$ cat src/rtl/program_bus_decoder.sv
// Program ROM address decoder for the 6502 bus: registered chip selects, bank latch, read pipeline.
// Optional vblank watchdog enabled with `define PROGRAM_BUS_WDOG_EN.
module program_bus_decoder #(
  parameter int WDOG_FRAMES = 8,
  parameter int WDOG_PULSE  = 16
) (
  input  logic        clk,
  input  logic        reset,
  input  logic        cpu_en,
  input  logic [15:0] cpu_addr,
  input  logic        cpu_rw,
  input  logic [7:0]  cpu_dout,
  input  logic        vblank,
  input  logic [7:0]  rom_data,
  output logic [12:0] rom_addr,
  output logic        ROM0n,
  output logic        ROM1n,
  output logic        ROM2n,
  output logic        BANK0n,
  output logic        BANK1n,
  output logic        rom_valid,
  output logic [7:0]  rom_rdata,
  output logic        wdog_reset
);

  typedef enum logic {IDLE, ISSUE} state_t;

  state_t     state, state_next;
  logic [2:0] sel_n_next;
  logic       rd_strobe;
  logic       bank_wr0, bank_wr1;

  assign rom_addr = cpu_addr[12:0];
  assign bank_wr0 = cpu_en && !cpu_rw && (cpu_addr == 16'h9F80);
  assign bank_wr1 = cpu_en && !cpu_rw && (cpu_addr == 16'h9F81);

  // NOTE: every output of this block gets a default first so no latch is inferred.
  always_comb begin
    sel_n_next = 3'b111;
    state_next = IDLE;
    if (cpu_en && cpu_rw) begin
      case (cpu_addr[15:13])
        3'b101:  sel_n_next = 3'b110;
        3'b110:  sel_n_next = 3'b101;
        3'b111:  sel_n_next = 3'b011;
        default: sel_n_next = 3'b111;
      endcase
    end
    rd_strobe = (sel_n_next != 3'b111);
    case (state)
      IDLE:    if (rd_strobe) state_next = ISSUE;
      ISSUE:   state_next = rd_strobe ? ISSUE : IDLE;
      default: state_next = IDLE;
    endcase
  end

  // NOTE: registered state uses non-blocking assignments so all flops update from pre-edge values.
  always_ff @(posedge clk) begin
    if (reset) begin
      state                <= IDLE;
      {ROM2n, ROM1n, ROM0n} <= 3'b111;
      BANK0n               <= 1'b1;
      BANK1n               <= 1'b0;
      rom_valid            <= 1'b0;
      rom_rdata            <= 8'h00;
    end else begin
      state                <= state_next;
      {ROM2n, ROM1n, ROM0n} <= sel_n_next;
      if (bank_wr0)      {BANK0n, BANK1n} <= 2'b01;
      else if (bank_wr1) {BANK0n, BANK1n} <= 2'b10;
      rom_valid <= (state == ISSUE);
      // The synchronous ROM returns data for the issued address during the ISSUE clock.
      if (state == ISSUE) rom_rdata <= rom_data;
    end
  end

`ifdef PROGRAM_BUS_WDOG_EN
  logic       kick;
  logic       vblank_q, vblank_rise;
  logic [7:0] frame_cnt;
  logic [7:0] pulse_cnt;
  logic       unused;

  assign kick       = cpu_en && !cpu_rw && (cpu_addr[15:8] == 8'h96);
  assign wdog_reset = (pulse_cnt != 8'd0);
  assign unused     = ^cpu_dout;

  always_ff @(posedge clk) begin
    if (reset) begin
      vblank_q    <= 1'b0;
      vblank_rise <= 1'b0;
      frame_cnt   <= 8'd0;
      pulse_cnt   <= 8'd0;
    end else begin
      vblank_q    <= vblank;
      vblank_rise <= vblank && !vblank_q;
      // An active pulse runs to completion; kicks and frames are ignored until it ends.
      if (pulse_cnt != 8'd0) begin
        pulse_cnt <= pulse_cnt - 8'd1;
        if (pulse_cnt == 8'd1) frame_cnt <= 8'd0;
      end else if (kick) begin
        frame_cnt <= 8'd0;
      end else if (vblank_rise) begin
        if (frame_cnt == 8'(WDOG_FRAMES - 1)) begin
          frame_cnt <= 8'(WDOG_FRAMES);
          pulse_cnt <= 8'(WDOG_PULSE);
        end else begin
          frame_cnt <= frame_cnt + 8'd1;
        end
      end
    end
  end
`else
  logic unused;

  assign wdog_reset = 1'b0;
  assign unused     = ^{cpu_dout, vblank, 8'(WDOG_FRAMES), 8'(WDOG_PULSE)};
`endif

endmodule

$ cat config.mk
export PLATFORM = sky130hd
export DESIGN_NAME = program_bus_decoder
export DESIGN_NICKNAME = d
export VERILOG_FILES = /design/src/rtl/program_bus_decoder.sv
export SDC_FILE = /design/constraint.sdc
export NUM_CORES = 1
export LEC_CHECK = 0
export CORE_MARGIN = 10
export CORE_UTILIZATION = 28
export CTS_CLUSTER_SIZE = 8
export DETAILED_ROUTE_END_ITERATION = 8
export GPL_ROUTABILITY_DRIVEN = 0
export GPL_TIMING_DRIVEN = 0
export PLACE_DENSITY_LB_ADDON = 0.12
export SKIP_LAST_GASP = 1
export SYNTH_ARGS = -nofsm -noshare
export SYNTH_HDL_FRONTEND = slang
export SYNTH_SLANG_ARGS = --single-unit
$ cat constraint.sdc
create_clock -name clk -period 1.9 [get_ports clk]
set_clock_uncertainty 0.05 [all_clocks]
set_input_delay 0.475 -clock clk [delete_from_list [all_inputs] [get_ports clk]]
set_output_delay 0.475 -clock clk [all_outputs]
set_load 0.01 [all_outputs]
== Word level (Yosys, flattened, before mapping) ==
Index checks and enable logic that the tools add are counted.
Storage, ports and cells
  flip-flop bits (word level): 15
  input bits: 37
  output and inout bits: 28
Operators by class
  reductions and logical operators: 6
  eq/ne operators: 6
  multiplexer cells: 7
Operator list (number)
  $eq A16 B16 Y1 const B: 2
  $eq A3 B3 Y1 const B: 3
  $pmux W3 S3: 1
  $mux W1: 5
  $logic_and A1 B1 Y1: 4
  $mux W3: 1
  $ne A3 B3 Y1 const B: 1
  $reduce_bool A2 Y1: 1
  $logic_not A1 Y1: 1

== Logic depth before layout (Yosys ltp) ==
Gate-level depths: netlist of run 1.
  depth after elaboration: 5
  gate-level depth with buffers: 4
  mapped depth without buffers: 4

== Least setup slack after synthesis of run 1 ==
OpenSTA, ideal clock, no wires.
  path type: input to register
  start: input port cpu_rw
  end: register BANK0n
  setup slack: 392 ps
  arrival: 1328 ps
  required time: 1720 ps
  stages: 4
  cells stage by stage: or4_1 nor2_1 and3_1 o21ai_0
On the way
  cells in the longest elaborated chain, start to end: 4
Ends and longest elaborated chain
  from (decl): line 11  | input logic cpu_rw,
  $logic_not A1 Y1 (*): line 34, 35
  $logic_and A1 B1 Y1 (*): line 34, 35
  $logic_and A1 B1 Y1 (on tied branches): line 34, 35
  $mux W1 or $reduce_bool A2 Y1 (tied branches)
  to (signal assigned): line 62  | BANK0n <= 1'b1;
  to (signal assigned): line 69  | if (bank_wr0) {BANK0n, BANK1n} <= 2'b01;
  to (signal assigned): line 70  | else if (bank_wr1) {BANK0n, BANK1n} <= 2'b10;
  to (decl): line 19  | output logic BANK0n,
Mark *: on every way between the ends. The rest lies on a longest branch, timed or not.
A chain may end at the register's enable or synchronous reset.

== Final worst setup path of run 1 ==
  start: input port cpu_addr[7]
  end: output port rom_addr[7]
RTL lines
  from (decl): line 10  | input logic [15:0] cpu_addr,
  to (decl): line 15  | output logic [12:0] rom_addr,
No word-level cell between the ends.

==> results of run 1 <==
==> how the worst max path moves through the flow <==
stage,from,slack [ps],endpoint
after CTS,cpu_addr[7],40,rom_addr[7]
after detailed placement,cpu_addr[7],-220,rom_addr[7]
final,cpu_addr[7],50,rom_addr[7]
after global routing,cpu_addr[0],2,rom_addr[0]
after floorplan,cpu_rw,390,BANK0n$_SDFFE_PP1P_
after global placement,cpu_addr[0],-220,rom_addr[0]
==> state kept, by name, indices dropped and copies added, names as in the netlist <==
signal / count
ROM0n: 1
ROM1n: 1
BANK1n: 1
BANK0n: 1
ROM2n: 1
rom_rdata: 8
rom_valid: 1
state: 1
==> synthesized netlist by cell type <==
cell,number,area (um2)
or4_1,1,7.51
nor2_1,9,33.8
a41oi_1,1,8.76
and3_1,3,18.8
nor4_1,1,6.26
buf_4,14,105
and4b_2,1,11.3
conb_1,1,3.75
o21ai_0,1,5.00
buf_2,1,5.00
dfxtp_1,15,300
o21a_1,2,15.0
nand3_1,1,5.00
nand3b_1,2,15.0
nor2b_1,1,6.26
nand4b_1,1,8.76
mux2i_1,8,80.1
inv_1,1,3.75
clkbuf_1,1,3.75
==> routing by layer <==
layer | wire length (um) | track usage (%) | vias to the layer above
met1 | 721 | 7.93 | 278
met4 | 0 | 3.77 | 0
met3 | 294 | 5.38 | 0
met5 | 0 | 0 | -
li1 | - | - | 327
met2 | 942 | 14.5 | 37
==> power groups by stage <==
stage               Sequential [uW]  Combinational, uW  Clock (uW)
global placement                327                148           0
detailed placement              328                150           0
CTS                             320                140         176
finish                          320                137         169
global route                    321                150         188
floorplan                       330               46.1           0
==> layout make-up <==
class                           instances  share of cell area [%]
Clock buffer                            4                    2.14
Buffer                                 16                    9.27
Timing Repair Buffer                   54                    42.7
Inverter                                1                   0.305
Multi-Input combinational cell         33                    18.3
Sequential cell                        15                    24.4
Tap cell                               28                    2.85
==> metrics by stage <==
step | setup slack (ps) | utilization, %
2_1_floorplan | 392 | -
3_3_place_gp | -222 | 55.6
3_5_place_dp | -223 | 55.6
4_1_cts | 40.7 | 56.1
5_1_grt | 2.09 | 56.1
6_report | 46.0 | 56.1
==> critical path: cells and delay by family <==
family / cells / cell delay, ps
buffers and inverters: 3 / 860
==> kinds of logic (layout without fill, tap and decap cells) <==
logic type             after synthesis  after routing  share of synthesized area (%)
AND/OR/NAND/NOR                     20             20                           17.5
buffers and inverters               17             75                           18.3
flip-flops                          15             15                           46.7
multiplexers                         8              8                           12.5
AO/OA/AOI/OAI                        4              4                           4.47
other                                1              1                          0.583
==> impl_metrics.xml, run 1 <==
<?xml version="1.0" encoding="UTF-8"?>
<metrics>
  <group name="flow_run">
    <metric name="max_capacitance_violation_total" unit="">0</metric>
  </group>
  <group name="synthesis">
    <metric name="synth-seq-cells" unit="">15</metric>
    <metric name="syn-mean-instance-area" unit="um2">9.89</metric>
    <metric name="synth_warnings" unit="">0</metric>
    <metric name="synthDistinctLibCells" unit="">19</metric>
    <metric name="synthCells" unit="">65</metric>
    <metric name="synth_sequential_area_ratio" unit="%">46.7</metric>
    <metric name="synth.cell_area" unit="um2">643</metric>
    <metric name="synth_fp_nets" unit="">102</metric>
  </group>
  <group name="timing">
    <metric name="setup_viol" unit="">0</metric>
    <metric name="rsz0062_at_grt" unit="">no</metric>
    <metric name="post-route-period-util" unit="%">97.6</metric>
    <metric name="whs" unit="ps">419</metric>
    <metric name="timing.final.hold_violations" unit="">0</metric>
    <metric name="report.final.slew_viol_count" unit="">0</metric>
    <metric name="finalCriticalPeriod" unit="ps">1850</metric>
    <metric name="fmax" unit="MHz">539</metric>
    <metric name="fin_setup_tns" unit="ps">0</metric>
  </group>
  <group name="finish">
    <metric name="stdcell_area" unit="um2">1230</metric>
    <metric name="num_antenna_cells" unit="">0</metric>
    <metric name="seqCellArea" unit="um2">300</metric>
    <metric name="fillCellCount" unit="">204</metric>
    <metric name="multi_input_comb_area" unit="um2">225</metric>
    <metric name="layout-drive-gt1-share" unit="%">15.4</metric>
    <metric name="most_common_cell_after_layout_fill_and_taps_aside" unit="">clkdlybuf4s50_1</metric>
    <metric name="fin_nets" unit="">161</metric>
    <metric name="flow.area_growth_from_synthesis" unit="%">91.1</metric>
    <metric name="final_cells" unit="">151</metric>
    <metric name="layout.cells.most_common_list" unit="">clkdlybuf4s50_1, dfxtp_1, buf_4</metric>
  </group>
  <group name="power">
    <metric name="clkPwrFrac" unit="%">26.9</metric>
    <metric name="power_density" unit="nW/um2">509</metric>
    <metric name="total_power" unit="uW">626</metric>
    <metric name="switching_share" unit="%">21.1</metric>
    <metric name="combinational_share_of_power" unit="%">21.9</metric>
    <metric name="power.leakage" unit="uW">0.000514</metric>
    <metric name="power.internal" unit="uW">494</metric>
    <metric name="reported_net_switching_power" unit="uW">132</metric>
    <metric name="pwr-share-seq" unit="%">51.2</metric>
    <metric name="peakVddDrop" unit="mV">0.296</metric>
  </group>
  <group name="global_routing">
    <metric name="grt_max_degree" unit="">11</metric>
    <metric name="grt_first_pass_wirelength" unit="mm">3.06</metric>
    <metric name="via_count_of_the_first_global_routing_pass" unit="">704</metric>
    <metric name="grt_antenna_before_repair" unit="">0</metric>
    <metric name="grtUsageTotal" unit="%">8.51</metric>
    <metric name="grt_remaining_overflow" unit="">0</metric>
  </group>
  <group name="setup_path">
    <metric name="critPathMaxStageDelay" unit="ps">490</metric>
    <metric name="setup.worst_path.class" unit="">in2out</metric>
    <metric name="worstRegToRegCells" unit="">3</metric>
    <metric name="critPathLaunchType" unit="">input pin</metric>
    <metric name="slowest_stage" unit="">clkdlybuf4s50_1</metric>
    <metric name="setup.reg_to_reg.worst_slack" unit="ps">880</metric>
    <metric name="critical_path.reg2reg.startpoint" unit="">state$_SDFF_PP0_</metric>
    <metric name="critical_path.max_fanout" unit="">2</metric>
    <metric name="setup_crit_end_kind" unit="">output pin</metric>
    <metric name="worst-endpoint-required" unit="ps">1370</metric>
    <metric name="cp_data_arrival_time" unit="ps">1330</metric>
    <metric name="reg2reg_to" unit="">rom_rdata[4]$_SDFFE_PP0P_</metric>
    <metric name="worstPathCellList" unit="">clkdlybuf4s50_1 &gt; buf_4 &gt; dlygate4sd2_1</metric>
  </group>
  <group name="floorplanning">
    <metric name="io-pin-count" unit="">65</metric>
    <metric name="die_x" unit="um">67.9</metric>
    <metric name="design.die.area" unit="um2">4610</metric>
    <metric name="placementRows" unit="">17</metric>
    <metric name="start_util" unit="%">29.4</metric>
    <metric name="core-area" unit="um2">2190</metric>
    <metric name="overall_die_height" unit="um">67.9</metric>
  </group>
  <group name="routing">
    <metric name="routed_wire_length_per_instance" unit="um">13.0</metric>
    <metric name="route.detailed.drc" unit="">0</metric>
    <metric name="via_count" unit="">642</metric>
    <metric name="detail_route.iter0.violations" unit="">14</metric>
    <metric name="first_pass_iters" unit="">4</metric>
    <metric name="detail_route.vias_per_cell" unit="">4.25</metric>
    <metric name="detail-route-antenna-nets" unit="">0</metric>
    <metric name="route.final.wire_length" unit="mm">1.96</metric>
  </group>
  <group name="worst_hold_path">
    <metric name="timing.hold.worst.start" unit="">BANK1n$_SDFFE_PP0P_</metric>
    <metric name="holdPathEnd" unit="">BANK1n$_SDFFE_PP0P_</metric>
    <metric name="hp-class" unit="">reg2reg</metric>
    <metric name="holdPathStages" unit="">1</metric>
  </group>
  <group name="cts">
    <metric name="cts.sink_count" unit="">15</metric>
    <metric name="clock_h_tree_levels" unit="">1</metric>
    <metric name="max-clock-path-buffers" unit="">2</metric>
    <metric name="cts_buffers" unit="">3</metric>
    <metric name="clk_pin_slew_worst_paths" unit="ps">80</metric>
    <metric name="ctsHoldBuffers" unit="">0</metric>
    <metric name="root_buffer" unit="">clkbuf_4</metric>
    <metric name="cts.repair.resized" unit="">13</metric>
    <metric name="clk-insertion-delay-late" unit="ps">270</metric>
    <metric name="cts_setup_buffers" unit="">0</metric>
    <metric name="tritoncts" unit="">built</metric>
  </group>
  <group name="placement">
    <metric name="dpl.cell_count" unit="">147</metric>
    <metric name="placement.io_buffers" unit="">54</metric>
    <metric name="dp_hpwl" unit="mm">1.71</metric>
    <metric name="area_after_detailed_placement" unit="um2">1220</metric>
  </group>
  <group name="status">
    <metric name="outcome" unit="">completed</metric>
  </group>
</metrics>
Power figures use the tool's default switching activity.
==> inputs of run 2 (changes only) <==
CORE_MARGIN = 5   (was 10)
==> run 2 against run 1 <==
Against the previous run:
- cell count unchanged
- hold slack improved by 7.4 ps
- routed wire length decreased by 12%
- clock power increased by 3%
==> impl_metrics.xml, run 2 (synthesis gave the netlist of run 1 again) <==
<?xml version="1.0" encoding="UTF-8"?>
<metrics>
  <group name="status">
    <metric name="outcome" unit="">completed</metric>
  </group>
  <group name="setup_path">
    <metric name="critPathLaunchType" unit="">input pin</metric>
    <metric name="critical_path.max_fanout" unit="">2</metric>
    <metric name="setup.worst_path.class" unit="">in2out</metric>
    <metric name="setup_crit_end_kind" unit="">output pin</metric>
    <metric name="worst-endpoint-required" unit="ps">1370</metric>
    <metric name="cp_data_arrival_time" unit="ps">1320</metric>
  </group>
  <group name="cts">
    <metric name="cts.sink_count" unit="">15</metric>
    <metric name="root_buffer" unit="">clkbuf_4</metric>
    <metric name="cts.repair.resized" unit="">13</metric>
    <metric name="clk-insertion-delay-late" unit="ps">270</metric>
    <metric name="ctsHoldBuffers" unit="">0</metric>
    <metric name="clk_pin_slew_worst_paths" unit="ps">90</metric>
    <metric name="tritoncts" unit="">built</metric>
    <metric name="cts_buffers" unit="">3</metric>
    <metric name="clock_h_tree_levels" unit="">1</metric>
    <metric name="max-clock-path-buffers" unit="">2</metric>
    <metric name="cts_setup_buffers" unit="">0</metric>
  </group>
  <group name="timing">
    <metric name="fmax" unit="MHz">543</metric>
    <metric name="post-route-period-util" unit="%">96.9</metric>
    <metric name="setup_viol" unit="">0</metric>
    <metric name="finalCriticalPeriod" unit="ps">1840</metric>
    <metric name="fin_setup_tns" unit="ps">0</metric>
    <metric name="rsz0062_at_grt" unit="">no</metric>
    <metric name="report.final.slew_viol_count" unit="">0</metric>
    <metric name="timing.final.hold_violations" unit="">0</metric>
  </group>
  <group name="finish">
    <metric name="stdcell_area" unit="um2">1230</metric>
    <metric name="most_common_cell_after_layout_fill_and_taps_aside" unit="">clkdlybuf4s50_1</metric>
    <metric name="layout.cells.most_common_list" unit="">clkdlybuf4s50_1, dfxtp_1, buf_4</metric>
    <metric name="fillCellCount" unit="">221</metric>
    <metric name="fin_nets" unit="">161</metric>
    <metric name="num_antenna_cells" unit="">0</metric>
    <metric name="seqCellArea" unit="um2">300</metric>
    <metric name="flip_flop_count_of_the_largest_register_all_copies_and_words_added" unit="">8</metric>
    <metric name="top_register" unit="">rom_rdata</metric>
    <metric name="layout.core_utilization" unit="%">55.7</metric>
    <metric name="flow.area_growth_from_synthesis" unit="%">91.4</metric>
    <metric name="layout-drive-gt1-share" unit="%">16.3</metric>
    <metric name="multi_input_comb_area" unit="um2">225</metric>
  </group>
  <group name="routing">
    <metric name="first_pass_iters" unit="">2</metric>
    <metric name="via_count" unit="">645</metric>
    <metric name="route.detailed.drc" unit="">0</metric>
    <metric name="detail_route.iter0.violations" unit="">2</metric>
    <metric name="detail-route-antenna-nets" unit="">0</metric>
    <metric name="detail_route.vias_per_cell" unit="">4.27</metric>
    <metric name="routed_wire_length_per_instance" unit="um">11.4</metric>
    <metric name="route.final.wire_length" unit="mm">1.73</metric>
  </group>
  <group name="power">
    <metric name="power.internal" unit="uW">491</metric>
    <metric name="clkPwrFrac" unit="%">27.5</metric>
    <metric name="pwr-share-seq" unit="%">50.7</metric>
    <metric name="switching_share" unit="%">22.2</metric>
    <metric name="total_power" unit="uW">631</metric>
    <metric name="peakVddDrop" unit="mV">0.261</metric>
    <metric name="reported_net_switching_power" unit="uW">140</metric>
    <metric name="power.leakage" unit="uW">0.000516</metric>
    <metric name="combinational_share_of_power" unit="%">21.8</metric>
    <metric name="power_density" unit="nW/um2">513</metric>
  </group>
  <group name="floorplanning">
    <metric name="design.die.area" unit="um2">3360</metric>
    <metric name="io-pin-count" unit="">65</metric>
    <metric name="start_util" unit="%">29.1</metric>
    <metric name="core-area" unit="um2">2210</metric>
    <metric name="placementRows" unit="">17</metric>
    <metric name="die_x" unit="um">57.9</metric>
    <metric name="overall_die_height" unit="um">57.9</metric>
  </group>
  <group name="placement">
    <metric name="area_after_detailed_placement" unit="um2">1220</metric>
    <metric name="dp_hpwl" unit="mm">1.49</metric>
    <metric name="placement.io_buffers" unit="">54</metric>
  </group>
  <group name="flow_run">
    <metric name="max_capacitance_violation_total" unit="">0</metric>
  </group>
  <group name="worst_hold_path">
    <metric name="hp-class" unit="">reg2reg</metric>
  </group>
  <group name="global_routing">
    <metric name="grt_max_degree" unit="">11</metric>
    <metric name="grt_first_pass_wirelength" unit="mm">2.86</metric>
    <metric name="grt_antenna_before_repair" unit="">0</metric>
    <metric name="grt_remaining_overflow" unit="">0</metric>
    <metric name="via_count_of_the_first_global_routing_pass" unit="">685</metric>
    <metric name="grtUsageTotal" unit="%">11.1</metric>
  </group>
</metrics>
-- run 2: cell count changes in the layout (fill, tap and decap cells not counted), sizes merged --
| cell | change |
|---|---|
| clkbuf | -1 |
| clkdlybuf4s15 | +1 |
| dlygate4sd2 | -1 |
| clkinv | +1 |
-- run 2: power groups by stage --
stage | combinational, uW | sequential (uW) | clock, uW
after floorplan | 46.1 | 330 | 0
after global placement | 148 | 327 | 0
after detailed placement | 150 | 328 | 0
after CTS | 140 | 320 | 182
after global routing | 149 | 321 | 199
final | 137 | 320 | 174
-- run 2: final timing paths --
kind | start | to | slack [ps] | depth (start not counted)
worst max register to register | state$_SDFF_PP0_ | rom_rdata[5]$_SDFFE_PP0P_ | 900 | 3
worst min register to register | BANK0n$_SDFFE_PP1P_ | BANK0n$_SDFFE_PP1P_ | 430 | 2
worst max-delay path | cpu_addr[9] | rom_addr[9] | 60 | 3
worst min-delay path | BANK0n$_SDFFE_PP1P_ | BANK0n$_SDFFE_PP1P_ | 430 | 2
-- run 2: layer usage --
layer,global-route usage (%),routed length (um),vias up
li1,-,-,328
met1,10.3,618,279
met2,19.0,840,36
met3,5.79,241,2
met4,6.95,27,0
met5,0,0,-
-- run 2: area by class of cell --
cell class	instances	area share, %
buffer	16	9.25
clock buffer	3	1.83
clock inverter	1	0.407
inverter	1	0.305
multi-input combinational	33	18.3
sequential	15	24.4
tap	28	2.85
timing repair buffer	54	42.7
-- run 2: metrics by stage --
stage	setup slack (ps)	hold WS, ps	cells
after floorplan	392	435	65
after global placement	-218	398	147
after detailed placement	-214	414	147
after CTS	48.8	435	151
after global routing	12.6	461	151
final	59.7	426	151
-- run 2: worst max-delay path: stages --
cell and delay (ps):
clkdlybuf4s50_1 470, buf_4 100, dlygate4sd2_1 260
==> inputs of run 3 (changes only) <==
SLEW_MARGIN = 5   (was default)
==> results of run 3 <==
No change in the layout: final DEF, timing and power equal those of run 2.
